## src/rtl/video_stream_source.sv

```systemverilog
// AXI4-Stream video master: scans a framebuffer (or a test pattern)
// into 32-bit pixel beats with SOF on tuser and EOL on tlast.
module video_stream_source #(
  parameter int FIFO_DEPTH = 4
) (
  input  logic        m_axis_vid_aclk,
  input  logic        aresetn,
  input  logic        enable,
  input  logic [31:0] cfg_base,
  input  logic [11:0] cfg_width,
  input  logic [11:0] cfg_height,
  input  logic [15:0] cfg_stride,
  input  logic        cfg_pattern,
  output logic        fb_rd_en,
  output logic [31:0] fb_rd_addr,
  input  logic [31:0] fb_rd_data,
  output logic [31:0] m_axis_vid_tdata,
  output logic        m_axis_vid_tvalid,
  input  logic        m_axis_vid_tready,
  output logic        m_axis_vid_tlast,
  output logic        m_axis_vid_tuser,
  output logic        frame_done,
  output logic        busy
);

  localparam int AW = $clog2(FIFO_DEPTH);
  localparam int CW = AW + 1;

  typedef enum logic [1:0] {
    S_IDLE,
    S_RUN,
    S_FLUSH
  } state_t;

  state_t r_state;
  state_t w_state_nxt;

  logic [11:0] r_width;
  logic [11:0] r_height;
  logic [15:0] r_stride;
  logic        r_pattern;
  logic [11:0] r_x;
  logic [11:0] r_y;
  logic [31:0] r_line_addr;

  logic          r_pend;
  logic          r_pend_user;
  logic          r_pend_last;
  logic [31:0]   r_pend_pat;

  logic [33:0]   r_mem [FIFO_DEPTH];
  logic [AW-1:0] r_wr_ptr;
  logic [AW-1:0] r_rd_ptr;
  logic [CW-1:0] r_count;

  logic r_frame_done;
  logic r_busy;

  logic          w_start;
  logic [CW-1:0] w_occ;
  logic          w_issue;
  logic          w_x_end;
  logic          w_last_rd;
  logic          w_tvalid;
  logic          w_pop;
  logic          w_push;
  logic          w_final;
  logic [31:0]   w_push_data;
  logic [33:0]   w_head;
  logic [31:0]   w_pat;

  assign w_start = (r_state == S_IDLE) && enable &&
                   (cfg_width != 12'd0) && (cfg_height != 12'd0);
  assign w_occ     = r_count + CW'(r_pend);
  assign w_issue   = (r_state == S_RUN) && (w_occ < CW'(FIFO_DEPTH));
  assign w_x_end   = (r_x == r_width - 12'd1);
  assign w_last_rd = w_issue && w_x_end && (r_y == r_height - 12'd1);
  assign w_tvalid  = (r_count != '0);
  assign w_pop     = w_tvalid && m_axis_vid_tready;
  assign w_push    = r_pend;
  assign w_final   = (r_state == S_FLUSH) && w_pop &&
                     (r_count == CW'(1)) && !r_pend;
  assign w_push_data = r_pattern ? r_pend_pat : fb_rd_data;
  assign w_head = r_mem[r_rd_ptr];
  assign w_pat  = {8'h00, r_x[7:0], r_y[7:0], r_x[7:0] ^ r_y[7:0]};

  assign fb_rd_en   = w_issue && !r_pattern;
  assign fb_rd_addr = r_line_addr + {20'd0, r_x};

  assign m_axis_vid_tdata  = w_head[31:0];
  assign m_axis_vid_tvalid = w_tvalid;
  assign m_axis_vid_tlast  = w_tvalid && w_head[32];
  assign m_axis_vid_tuser  = w_tvalid && w_head[33];
  assign frame_done = r_frame_done;
  assign busy       = r_busy;

  // state register
  always_ff @(posedge m_axis_vid_aclk) begin
    if (!aresetn) r_state <= S_IDLE;
    else          r_state <= w_state_nxt;
  end

  // next-state: start, last read issued, final handshake
  always_comb begin
    w_state_nxt = r_state;
    unique case (r_state)
      S_IDLE:  if (w_start)   w_state_nxt = S_RUN;
      S_RUN:   if (w_last_rd) w_state_nxt = S_FLUSH;
      S_FLUSH: if (w_final)   w_state_nxt = S_IDLE;
      default: w_state_nxt = S_IDLE;
    endcase
  end

  // frame config latch and raster position
  always_ff @(posedge m_axis_vid_aclk) begin
    if (!aresetn) begin
      r_width     <= '0;
      r_height    <= '0;
      r_stride    <= '0;
      r_pattern   <= 1'b0;
      r_x         <= '0;
      r_y         <= '0;
      r_line_addr <= '0;
    end else if (w_start) begin
      r_width     <= cfg_width;
      r_height    <= cfg_height;
      r_stride    <= cfg_stride;
      r_pattern   <= cfg_pattern;
      r_x         <= '0;
      r_y         <= '0;
      r_line_addr <= cfg_base;
    end else if (w_issue) begin
      if (w_x_end) begin
        r_x         <= '0;
        r_y         <= r_y + 12'd1;
        r_line_addr <= r_line_addr + {16'd0, r_stride};
      end else begin
        r_x <= r_x + 12'd1;
      end
    end
  end

  // one-deep in-flight slot matching RAM read latency
  always_ff @(posedge m_axis_vid_aclk) begin
    if (!aresetn) begin
      r_pend      <= 1'b0;
      r_pend_user <= 1'b0;
      r_pend_last <= 1'b0;
      r_pend_pat  <= '0;
    end else begin
      r_pend      <= w_issue;
      r_pend_user <= (r_x == 12'd0) && (r_y == 12'd0);
      r_pend_last <= w_x_end;
      r_pend_pat  <= w_pat;
    end
  end

  // FIFO storage
  always_ff @(posedge m_axis_vid_aclk) begin
    if (w_push) r_mem[r_wr_ptr] <= {r_pend_user, r_pend_last, w_push_data};
  end

  // FIFO pointers and occupancy
  always_ff @(posedge m_axis_vid_aclk) begin
    if (!aresetn) begin
      r_wr_ptr <= '0;
      r_rd_ptr <= '0;
      r_count  <= '0;
    end else begin
      if (w_push) r_wr_ptr <= r_wr_ptr + AW'(1);
      if (w_pop)  r_rd_ptr <= r_rd_ptr + AW'(1);
      r_count <= r_count + CW'(w_push) - CW'(w_pop);
    end
  end

  // frame status flags
  always_ff @(posedge m_axis_vid_aclk) begin
    if (!aresetn) begin
      r_frame_done <= 1'b0;
      r_busy       <= 1'b0;
    end else begin
      r_frame_done <= w_final;
      if (w_start)      r_busy <= 1'b1;
      else if (w_final) r_busy <= 1'b0;
    end
  end

endmodule

```

## config.mk

```make
export PLATFORM = sky130hd
export DESIGN_NAME = video_stream_source
export DESIGN_NICKNAME = d
export VERILOG_FILES = /design/src/rtl/video_stream_source.sv
export SDC_FILE = /design/constraint.sdc
export NUM_CORES = 1
export LEC_CHECK = 0
export ABC_CLOCK_PERIOD_IN_PS = 3260
export CAP_MARGIN = 25
export CELL_PAD_IN_SITES_DETAIL_PLACEMENT = 1
export CELL_PAD_IN_SITES_GLOBAL_PLACEMENT = 1
export CORE_MARGIN = 3
export CORE_UTILIZATION = 39
export DETAILED_ROUTE_END_ITERATION = 10
export GPL_TIMING_DRIVEN = 0
export PLACE_DENSITY_LB_ADDON = 0.15
export SYNTH_ARGS = -nofsm -noshare
export SYNTH_HDL_FRONTEND = slang
export SYNTH_SLANG_ARGS = --single-unit
```

## constraint.sdc

```tcl
create_clock -name m_axis_vid_aclk -period 3.26 [get_ports m_axis_vid_aclk]
set_input_delay 0.326 -clock m_axis_vid_aclk [delete_from_list [all_inputs] [get_ports m_axis_vid_aclk]]
set_output_delay 0.326 -clock m_axis_vid_aclk [all_outputs]
set_load 0.01 [all_outputs]
```

After elaboration in Yosys (flattened, before gate mapping)
Memory sizes are Yosys's and may differ from the RTL's. A register that Yosys moved wholly into a read port is not among the register bits.
Cells that the tools add are included.
- register bits: 143
- bits in latches: 0
- bits in writable memories: 136
- ROM bits: 0
- bits of input ports: 109
- output and inout bits: 70
- memories: 1
- add/subtract/negate cells: 10
- multiply operators: 0
- divide/modulo/power cells: 0
- magnitude comparators: 1
- equal/unequal tests: 8
- shift-type cells: 0
- mux-type cells: 15
- bitwise gates (word level): 2
- reductions and logical operators: 29
- memory list (memory ; depth ; bits a word ; read ports ; clocked after Yosys merged registers in ; wr ports ; line ; source):
    r_mem ; 4 ; 34 ; 1 ; 1 ; 1 ; 51 ; logic [33:0] r_mem [FIFO_DEPTH];
- operators by type and width (kind ; number):
    $mux W32 ; 4
    $add A32 B12 Y32 ; 1
    $add A32 B16 Y32 ; 1
    $add A12 B1 Y12 const B ; 2
    $eq A12 B12 Y1 ; 2
    $logic_not A12 Y1 ; 2
    $reduce_bool A12 Y1 ; 2
    $sub A12 B1 Y12 const B ; 2
    $logic_and A1 B1 Y1 ; 14
    $mux W12 ; 1
    $mux W2 ; 5
    $xor A8 B8 Y8 ; 1
    $ne A2 B2 Y1 const B ; 3
    $pmux W2 S3 ; 1
    $reduce_bool A2 Y1 ; 3
    $add A2 B1 Y2 const B ; 2
    $mux W1 ; 4
    $reduce_and A2 Y1 ; 2
    $add A3 B1 Y3 ; 1
    $eq A3 B1 Y1 const B ; 1
    $lt A3 B3 Y1 const B ; 1
    $reduce_and A3 Y1 ; 1
    $reduce_bool A3 Y1 ; 1
    $sub A3 B1 Y3 ; 1
    6 further kinds ; 7

Depth between registers and ports, before layout
Gate-level depths: netlist of run 1.
- word-level depth: 7
- depth in mapped cells: 11

Least setup slack after synthesis of run 1
OpenSTA, ideal clock, no wires.
- path type: register -> output
- from: register r_x[1]
- to: output fb_rd_addr[20]
- data arrival time: 2.977 ns
- required time: 2.934 ns
- slack: -0.043 ns
- cell stages (with the launch flop): 11
- buffers on the path: 0
- cells stage by stage: dfxtp_1 -> inv_1 -> fa_1 -> nor2b_1 -> o21a_1 -> o21ai_0 -> a211o_1 -> a311oi_1 -> nand3_1 -> nor3_1 -> xor2_1
- word-level cells in the longest chain between the ends: 1
- ends and longest elaborated chain (item ; line ; source):
    start: declaration ; 42 ; logic [11:0] r_x;
    start signal: assignment ; 138 ; r_x <= r_x + 12'd1;
    $add A32 B12 Y32 ; 88 ; assign fb_rd_addr = r_line_addr + {20'd0, r_x};
    end: declaration ; 15 ; output logic [31:0] fb_rd_addr,
Every way passes these cells.

Worst setup path after layout of run 1
- from: register r_x[1]
- to: output fb_rd_addr[28]
Same word-level chain as after synthesis.

==> summary.txt, run 1 <==
Clock network
  – H-tree depth: 1
  – Clock-pin transition on the worst setup and hold timing paths: 60 ps
  – CTS Buf Count: 30
  – Clk buf depth: 3
  – Post-CTS Hold Fix Bufs: 0
  – Clk Latency, worst-skew pair: ~560 ps
  – Clock Tree Root: clkbuf_16
  – CTS sink count: 273
  – CTS tree: built

Timing
  – Final Max Tran Viols: 0
  – Worst slew margin: 37.7%
  – Fin Clk Skew: 21.4 ps
  – Final setup viols: 11
  – Tcrit/Tclk final: 112%
  – RSZ-0062 raised after global routing: yes
  – Fin Setup TNS: -3640 ps
  – Min Clock Period, post-route: 3660 ps
  – Fmax: about 270 MHz
  – Worst-Margin Slew: 928 ps
  – Setup WS post-layout: -404 ps
  – Final hold vios: 0

Layout
  – Final Cell Area: between 0.015 and 0.02 mm2
  – Area Growth Syn to Fin: 32.1%
  – Post-Layout Cell Count: 1920
  – Most frequent cells in the layout: 151 x clkdlybuf4s50_1, 136 x edfxtp_1, 131 x dfxtp_1
  – Most common cell after layout, fill and taps aside: clkdlybuf4s50_1
  – Final nets: roughly 1600
  – # diodes: 0
  – # fillers: ~3600
  – Multi-input logic area: approximately 0.0063 mm2
  – Share of cells above drive strength 1: between 15 and 20%
  – Reg area: 0.00684 mm2

Logic synthesis
  – Syn Std Cell Area: ~0.013 mm2
  – Syn_area_per_cell: 10.9 um2
  – #FFs+latches synth: 273
  – Cell taking the most area after synthesis: edfxtp_1
  – Ys Warns: 0
  – Distinct cells, synth: 62
  – Syn Inst Count: ~1200
  – Top_reg_cell synth: dfxtp_1
  – Sequential area share after synthesis: 52.2%
  – Top cell type's share of synthesized area: 31.2%
  – Largest cells by area after synthesis: edfxtp_1 31%, dfxtp_1 21%, mux4_2 5.9%
  – Post-synth ARST share: 0%
  – Post-synth EDFFs: 136
  – Syn Nets: 1350

Power
  – Switch Pwr: 0.00252 W
  – Cell Pwr Density: 555 mW/mm2
  – Logic pwr share: 20.9%
  – Pint: 0.00707 W
  – Net Sw Frac: 26.3%
  – Peak supply drop: 0.415 mV
  – Leak Pwr: 6.32 nW
  – Seq pwr share: 40.6%
  – Clk pwr share: 38.5%

Critical path
  – Crit end category: output port
  – Reg-to-Reg Start: r_width[0]$_SDFFE_PN0P_
  – CP required: between 2000 and 3000 ps
  – Critical Path Start: r_x[1]$_SDFFE_PP0P_
  – Worst-path fanout max: 5
  – CP cell instances: clkinvlp_4 > fa_2 > nor2b_1 > o21a_1 > o21ai_2 > a211o_1 > a311oi_4 > buf_6 > nand3_4 > buf_4 > nor2_2 > xor2_1 > buf_2
  – WP buf/inv: 4
  – Worst setup SP type: flop
  – Reg2reg setup slack: about 10 ps
  – Crit path max-delay cell type: fa_2
  – CP arrival: 3340 ps
  – Largest stage delay, worst path: 400 ps
  – Delay-heaviest family, CP: compound AO/OA/AOI/OAI gates
  – Crit path kind: flop to output port

Die
  – Initial core utilization: 39.9%
  – Die area: 0.0358 mm2
  – Die height: 189 um
  – FP Rows: between 60 and 70
  – Core area: 0.0328 mm2
  – Die width: 189 um
  – I/O pins: 179

Placement
  – Cells after DPL: ~1800
  – IO Port Bufs: between 150 and 200
  – Cell area after placement: 0.0155 mm2
  – Global placement routability congestion: 0.830
  – Final HPWL DP: about 28000 um

Drt
  – DR vias/cell: about 5.3
  – Post-route DRC violation count: 0
  – Avg WL per Cell: between 20 and 25 um
  – Antenna-violating nets left: 0
  – DR vias: 10200
  – Routed WL: 39700 um
  – Iter 0 DRT Violations: 546
  – Router iterations before antenna repair: 4

Status
  – Outcome: finished with violations
  – Failing checks: negative setup slack

Flow run
  – Max_cap viols: 0

GRT
  – Initial antenna violation count: 1
  – Grt total ovfl: 0
  – Global-route wire length before repair: 61000 um
  – Total track usage: 21.6%
  – Pin count of the biggest net entering global routing: 35
  – Vias in the first global route: between 10000 and 15000

Worst hold path
  – Hold path startpoint: cfg_stride[9]
  – Min-delay worst type: primary input to flop
## metrics by stage
step | setup WS [ps] | total power, W | hold slack (ps) | utilization [%]
floorplan | 28.9 | 0.00504 | 438 | -
global placement | -1170 | 0.00587 | 455 | 47.0
detailed placement | -1260 | 0.00592 | 454 | 47.3
CTS | -513 | 0.00967 | 296 | 52.0
global route | -550 | 0.0100 | 321 | 52.7
finish | -404 | 0.00959 | 313 | 52.7
## area by class of cell
class / count / share of cell area [%]
Buffer: 65 / 1.55
Clock buffer: 37 / 4.92
Clock inverter: 19 / 1.38
Inverter: 27 / 0.630
Multi-Input combinational cell: 831 / 36.2
Sequential cell: 273 / 39.6
Tap cell: 442 / 3.20
Timing Repair Buffer: 226 / 12.5
## synth_stat cells (all sizes together), types with 27 or more instances
cell	instances
dfxtp	137
edfxtp	136
nand2	125
a21oi	96
nor2	84
clkbuf	60
o21ai	56
xnor2	56
xor2	47
ha	42
mux4	34
nand3	29
and2	28
inv	27
## kinds of logic after synthesis
| logic type | share of synthesized area (%) |
|---|---|
| flops | 52.2 |
| fa+ha+maj | 4.33 |
| mux | 9.31 |
| buf+inv | 2.68 |
| compound gates | 9.65 |
| simple gates | 14.8 |
| xor+xnor | 7.07 |
## power by group through the flow
| stage | combinational, W | sequential, W | clock (W) |
|---|---|---|---|
| floorplan | 0.00113 | 0.00392 | 0 |
| global placement | 0.00192 | 0.00395 | 0 |
| detailed placement | 0.00197 | 0.00395 | 0 |
| CTS | 0.00202 | 0.00388 | 0.00377 |
| global route | 0.00218 | 0.00391 | 0.00392 |
| finish | 0.00200 | 0.00389 | 0.00369 |
## routing by layer
| layer | GRT usage, % | part of all wire (%) | up-vias |
|---|---|---|---|
| met2 | 39.8 | 52 | 229 |
| met3 | 2.63 | 4.3 | 49 |
| met1 | 27.5 | 42 | 5070 |
| met5 | 0 | 0.033 | - |
| li1 | - | - | 4856 |
| met4 | 3.90 | 1.7 | 2 |
## registers in the layout (all words and copies together), names as in the netlist, 2 cells and up, named ones only
name and cells:
r_pend_pat 24, r_state 2, r_rd_ptr 2, r_count 3, r_height 12, r_line_addr 32
r_x 12, r_y 12, r_wr_ptr 2, r_mem 136, r_stride 16, r_width 12
## final timing paths
| path | to | cells after the start |
|---|---|---|
| max | fb_rd_addr[28] | 13 |
| min | r_stride[9]$_SDFFE_PN0P_ | 3 |
| max reg2reg | r_y[10]$_SDFFE_PP0P_ | 12 |
| min reg2reg | r_stride[2]$_SDFFE_PN0P_ | 2 |
## repair_timing
| item | CTS | global route |
|---|---|---|
| resized for setup | 158 | 56 |
| endpoints found under the setup margin | 115 | 104 |
| setup buffers | 33 | 14 |
| pin swaps | 34 | 29 |
## tightest hold or removal path, cell delays in order
cell and delay [ps]:
clkdlybuf4s50_1 390, nand2_1 60, a21oi_1 50
Note: power is estimated with default switching activity, not from simulation.
==> run 2, diff against run 1 <==
Settings changed: CORE_UTILIZATION 39 to 46, DONT_BUFFER_PORTS set to 1.
==> run 2 against run 1 <==
The run still ends with negative setup slack left. Fmax is 3.1% higher. Routed wire length is 2.1% lower. Flip-flop and latch count stayed put. Die area is 15% lower. Combinational power is 21% lower. Final cell count is 9.5% lower. Clock-buffer cell count is 9 higher. First-iteration DRC count is 8.4% lower. Register-to-register slack hardly changed. Highest routed layer unchanged.
==> summary.txt, run 2 (synthesis gave the netlist of run 1 again) <==
Die
  – Die height: 175 um (was 189 um)
  – Die area: 0.0305 mm2 (was 0.0358 mm2)
  – Die width: 175 um (was 189 um)
  – Core area: 0.0279 mm2 (was 0.0328 mm2)
  – FP Rows: 61 (was 66)
  – Initial core utilization: 46.8% (was 39.9%)
  – I/O pins: 179 (unchanged)

Status
  – Outcome: finished with violations (unchanged)
  – Failing checks: negative setup slack (unchanged)

Power
  – Cell Pwr Density: 555 mW/mm2 (about the same)
  – Leak Pwr: 5.76 nW (was 6.32 nW)
  – Overall Power: 0.00898 W (was 0.00959 W)
  – Peak supply drop: 0.367 mV (was 0.415 mV)

Clock network
  – Clk Latency, worst-skew pair: 570 ps (was 560 ps)
  – CTS tree: built (unchanged)
  – Clk buf depth: 3 (unchanged)
  – Clock-pin transition on the worst setup and hold timing paths: 60 ps (about the same)
  – H-tree depth: 1 (unchanged)
  – Clock Tree Root: clkbuf_16 (unchanged)
  – CTS Buf Count: 30 (unchanged)
  – CTS sink count: 273 (unchanged)

Critical path
  – Worst setup SP type: flop (unchanged)
  – Crit end category: output port (unchanged)
  – Delay-heaviest family, CP: compound AO/OA/AOI/OAI gates (unchanged)
  – CP arrival: 3230 ps (was 3340 ps)
  – Crit path kind: flop to output port (unchanged)
  – Crit path max-delay cell type: fa_2 (unchanged)
  – Reg2reg setup slack: 10 ps (about the same)
  – Largest stage delay, worst path: 380 ps (was 400 ps)
  – WP buf/inv: 2 (was 4)
  – Worst-path fanout max: 6 (was 5)
  – CP cell instances: ha_4 > inv_2 > fa_2 > nor2b_1 > o21a_1 > o21ai_2 > a211o_1 > a311oi_4 > buf_6 > nand3_4 > nor2_2 > xor2_2 (was clkinvlp_4 > fa_2 > nor2b_1 > o21a_1 > o21ai_2 > a211o_1 > a311oi_4 > buf_6 > nand3_4 > buf_4 > nor2_2 > xor2_1 > buf_2)
  – CP required: 2930 ps (about the same)

Layout
  – Multi-input logic area: 0.00636 mm2 (was 0.00626 mm2)
  – Final Cell Area: 0.0162 mm2 (was 0.0173 mm2)
  – # diodes: 0 (unchanged)
  – Reg area: 0.00684 mm2 (about the same)
  – Top flop regs: r_mem (136), r_line_addr (32), r_pend_pat (24) (unchanged)
  – # fillers: 2907 (was 3560)
  – Biggest register: r_mem (unchanged)
  – Final nets: 1489 (was 1607)
  – Number of flip-flops in the largest register: 136 (unchanged)
  – Share of cells above drive strength 1: 17.1% (was 17.7%)
  – Area Growth Syn to Fin: 23.6% (was 32.1%)
  – Most common cell after layout, fill and taps aside: edfxtp_1 (was clkdlybuf4s50_1)
  – Most frequent cells in the layout: 136 x edfxtp_1, 131 x dfxtp_1, 125 x nand2_1 (was 151 x clkdlybuf4s50_1, 136 x edfxtp_1, 131 x dfxtp_1)

Timing
  – Fin Clk Skew: 9.88 ps (was 21.4 ps)
  – Final hold vios: 0 (unchanged)
  – Worst slew margin: 41.7% (was 37.7%)
  – Worst-Margin Slew: 875 ps (was 928 ps)
  – Fmax: 281 MHz (was 273 MHz)
  – Worst hold slack: 5.54 ps (was 313 ps)
  – Tcrit/Tclk final: 109% (was 112%)
  – Final Max Tran Viols: 0 (unchanged)
  – Final setup viols: 12 (was 11)
  – RSZ-0062 raised after global routing: yes (unchanged)
  – Setup WS post-layout: -294 ps (was -404 ps)
  – Min Clock Period, post-route: 3550 ps (was 3660 ps)

Placement
  – Place WS: -737 ps (was -1260 ps)
  – Global placement routability congestion: 0.857 (was 0.830)
  – Final HPWL DP: 27100 um (was 27600 um)
  – IO Port Bufs: 0 (was 178)
  – Cell area after placement: 0.0136 mm2 (was 0.0155 mm2)

Drt
  – DR vias: 9767 (was 10200)
  – Router iterations before antenna repair: 5 (was 4)
  – Iter 0 DRT Violations: 500 (was 546)
  – Antenna-violating nets left: 0 (unchanged)
  – Post-route DRC violation count: 0 (unchanged)
  – DR vias/cell: 5.62 (was 5.32)
  – Avg WL per Cell: 22.3 um (was 20.7 um)
  – Routed WL: 38800 um (was 39700 um)

GRT
  – Pin count of the biggest net entering global routing: 35 (unchanged)
  – Global-route wire length before repair: 59600 um (was 61000 um)
  – Vias in the first global route: 10400 (was 10800)
  – Total track usage: 24.8% (was 21.6%)
  – Initial antenna violation count: 1 (unchanged)
  – Grt total ovfl: 0 (unchanged)

Flow run
  – Max_cap viols: 0 (unchanged)

Worst hold path
  – Min-delay worst type: primary input to flop (unchanged)
run 2: cell types whose count changed in the layout (fill, tap and decap cells not counted), moves of 4 or more:
cell / previous run / this run
clkdlybuf4s50_1: 151 / 0
buf_2: 18 / 0
dlygate4sd3_1: 0 / 68
xor2_1: 45 / 37
clkbuf_4: 4 / 0
xor2_2: 2 / 7
buf_4: 31 / 25
clkbuf_1: 56 / 65
dlygate4sd2_1: 4 / 0
run 2: timing repair:
item,CTS,global route
hold endpoints to repair,68,0
hold buffers,68,0
endpoints found under the setup margin,75,70
gates cloned,0,0
pin swaps,24,23
gates resized for setup,65,55
setup buffers,24,14
run 2: area by class of cell:
class                      instances  area share, %
clock buffer                      46           5.40
buffer                            64           1.60
clock inverter                    10          0.983
tap                              378           2.93
sequential                       273           42.3
timing repair buffer             109           6.78
multi-input combinational        831           39.4
inverter                          27          0.650
run 2: routing by layer:
layer,part of all wire [%],global-route usage (%),vias up
met5,0.018,0,-
met4,2.5,6.48,2
met3,4.8,4.13,58
met1,41,30.5,4879
li1,-,-,4594
met2,52,45.5,234
run 2: worst paths after layout:
check	start	to	cells after the start
worst max-delay path	r_x[0]$_SDFFE_PP0P_	fb_rd_addr[18]	12
worst min-delay path	cfg_base[18]	r_line_addr[18]$_SDFFE_PN0P_	2
worst max register to register	r_width[0]$_SDFFE_PN0P_	r_line_addr[29]$_SDFFE_PN0P_	13
worst min register to register	r_stride[2]$_SDFFE_PN0P_	r_stride[2]$_SDFFE_PN0P_	2
run 2: where the power goes:
group	switching, W	internal [W]	leakage [nW]
sequential	0.000127	0.00377	2.36
combinational	0.000892	0.000684	2.91
clock	0.00142	0.00209	0.494
run 2: stage by stage:
| step | setup TNS, ps | instances | util [%] |
|---|---|---|---|
| after floorplan | 0 | 1197 | - |
| after global placement | -28590 | 1575 | 48.5 |
| after detailed placement | -30760 | 1579 | 48.8 |
| after CTS | -3050 | 1726 | 56.7 |
| after global routing | -5220 | 1738 | 57.9 |
| final | -2600 | 1738 | 57.9 |
run 2: worst reg2reg max path: stages, from the launching register on:
cell and delay, ps:
dfxtp_4 340, inv_2 60, ha_4 120, or4b_4 450, or3_4 350, a2111oi_4 340
nand2_1 130, buf_6 140, nor4b_4 280, buf_6 170, buf_6 130, nand3_1 140
or3_1 350, a31oi_1 170
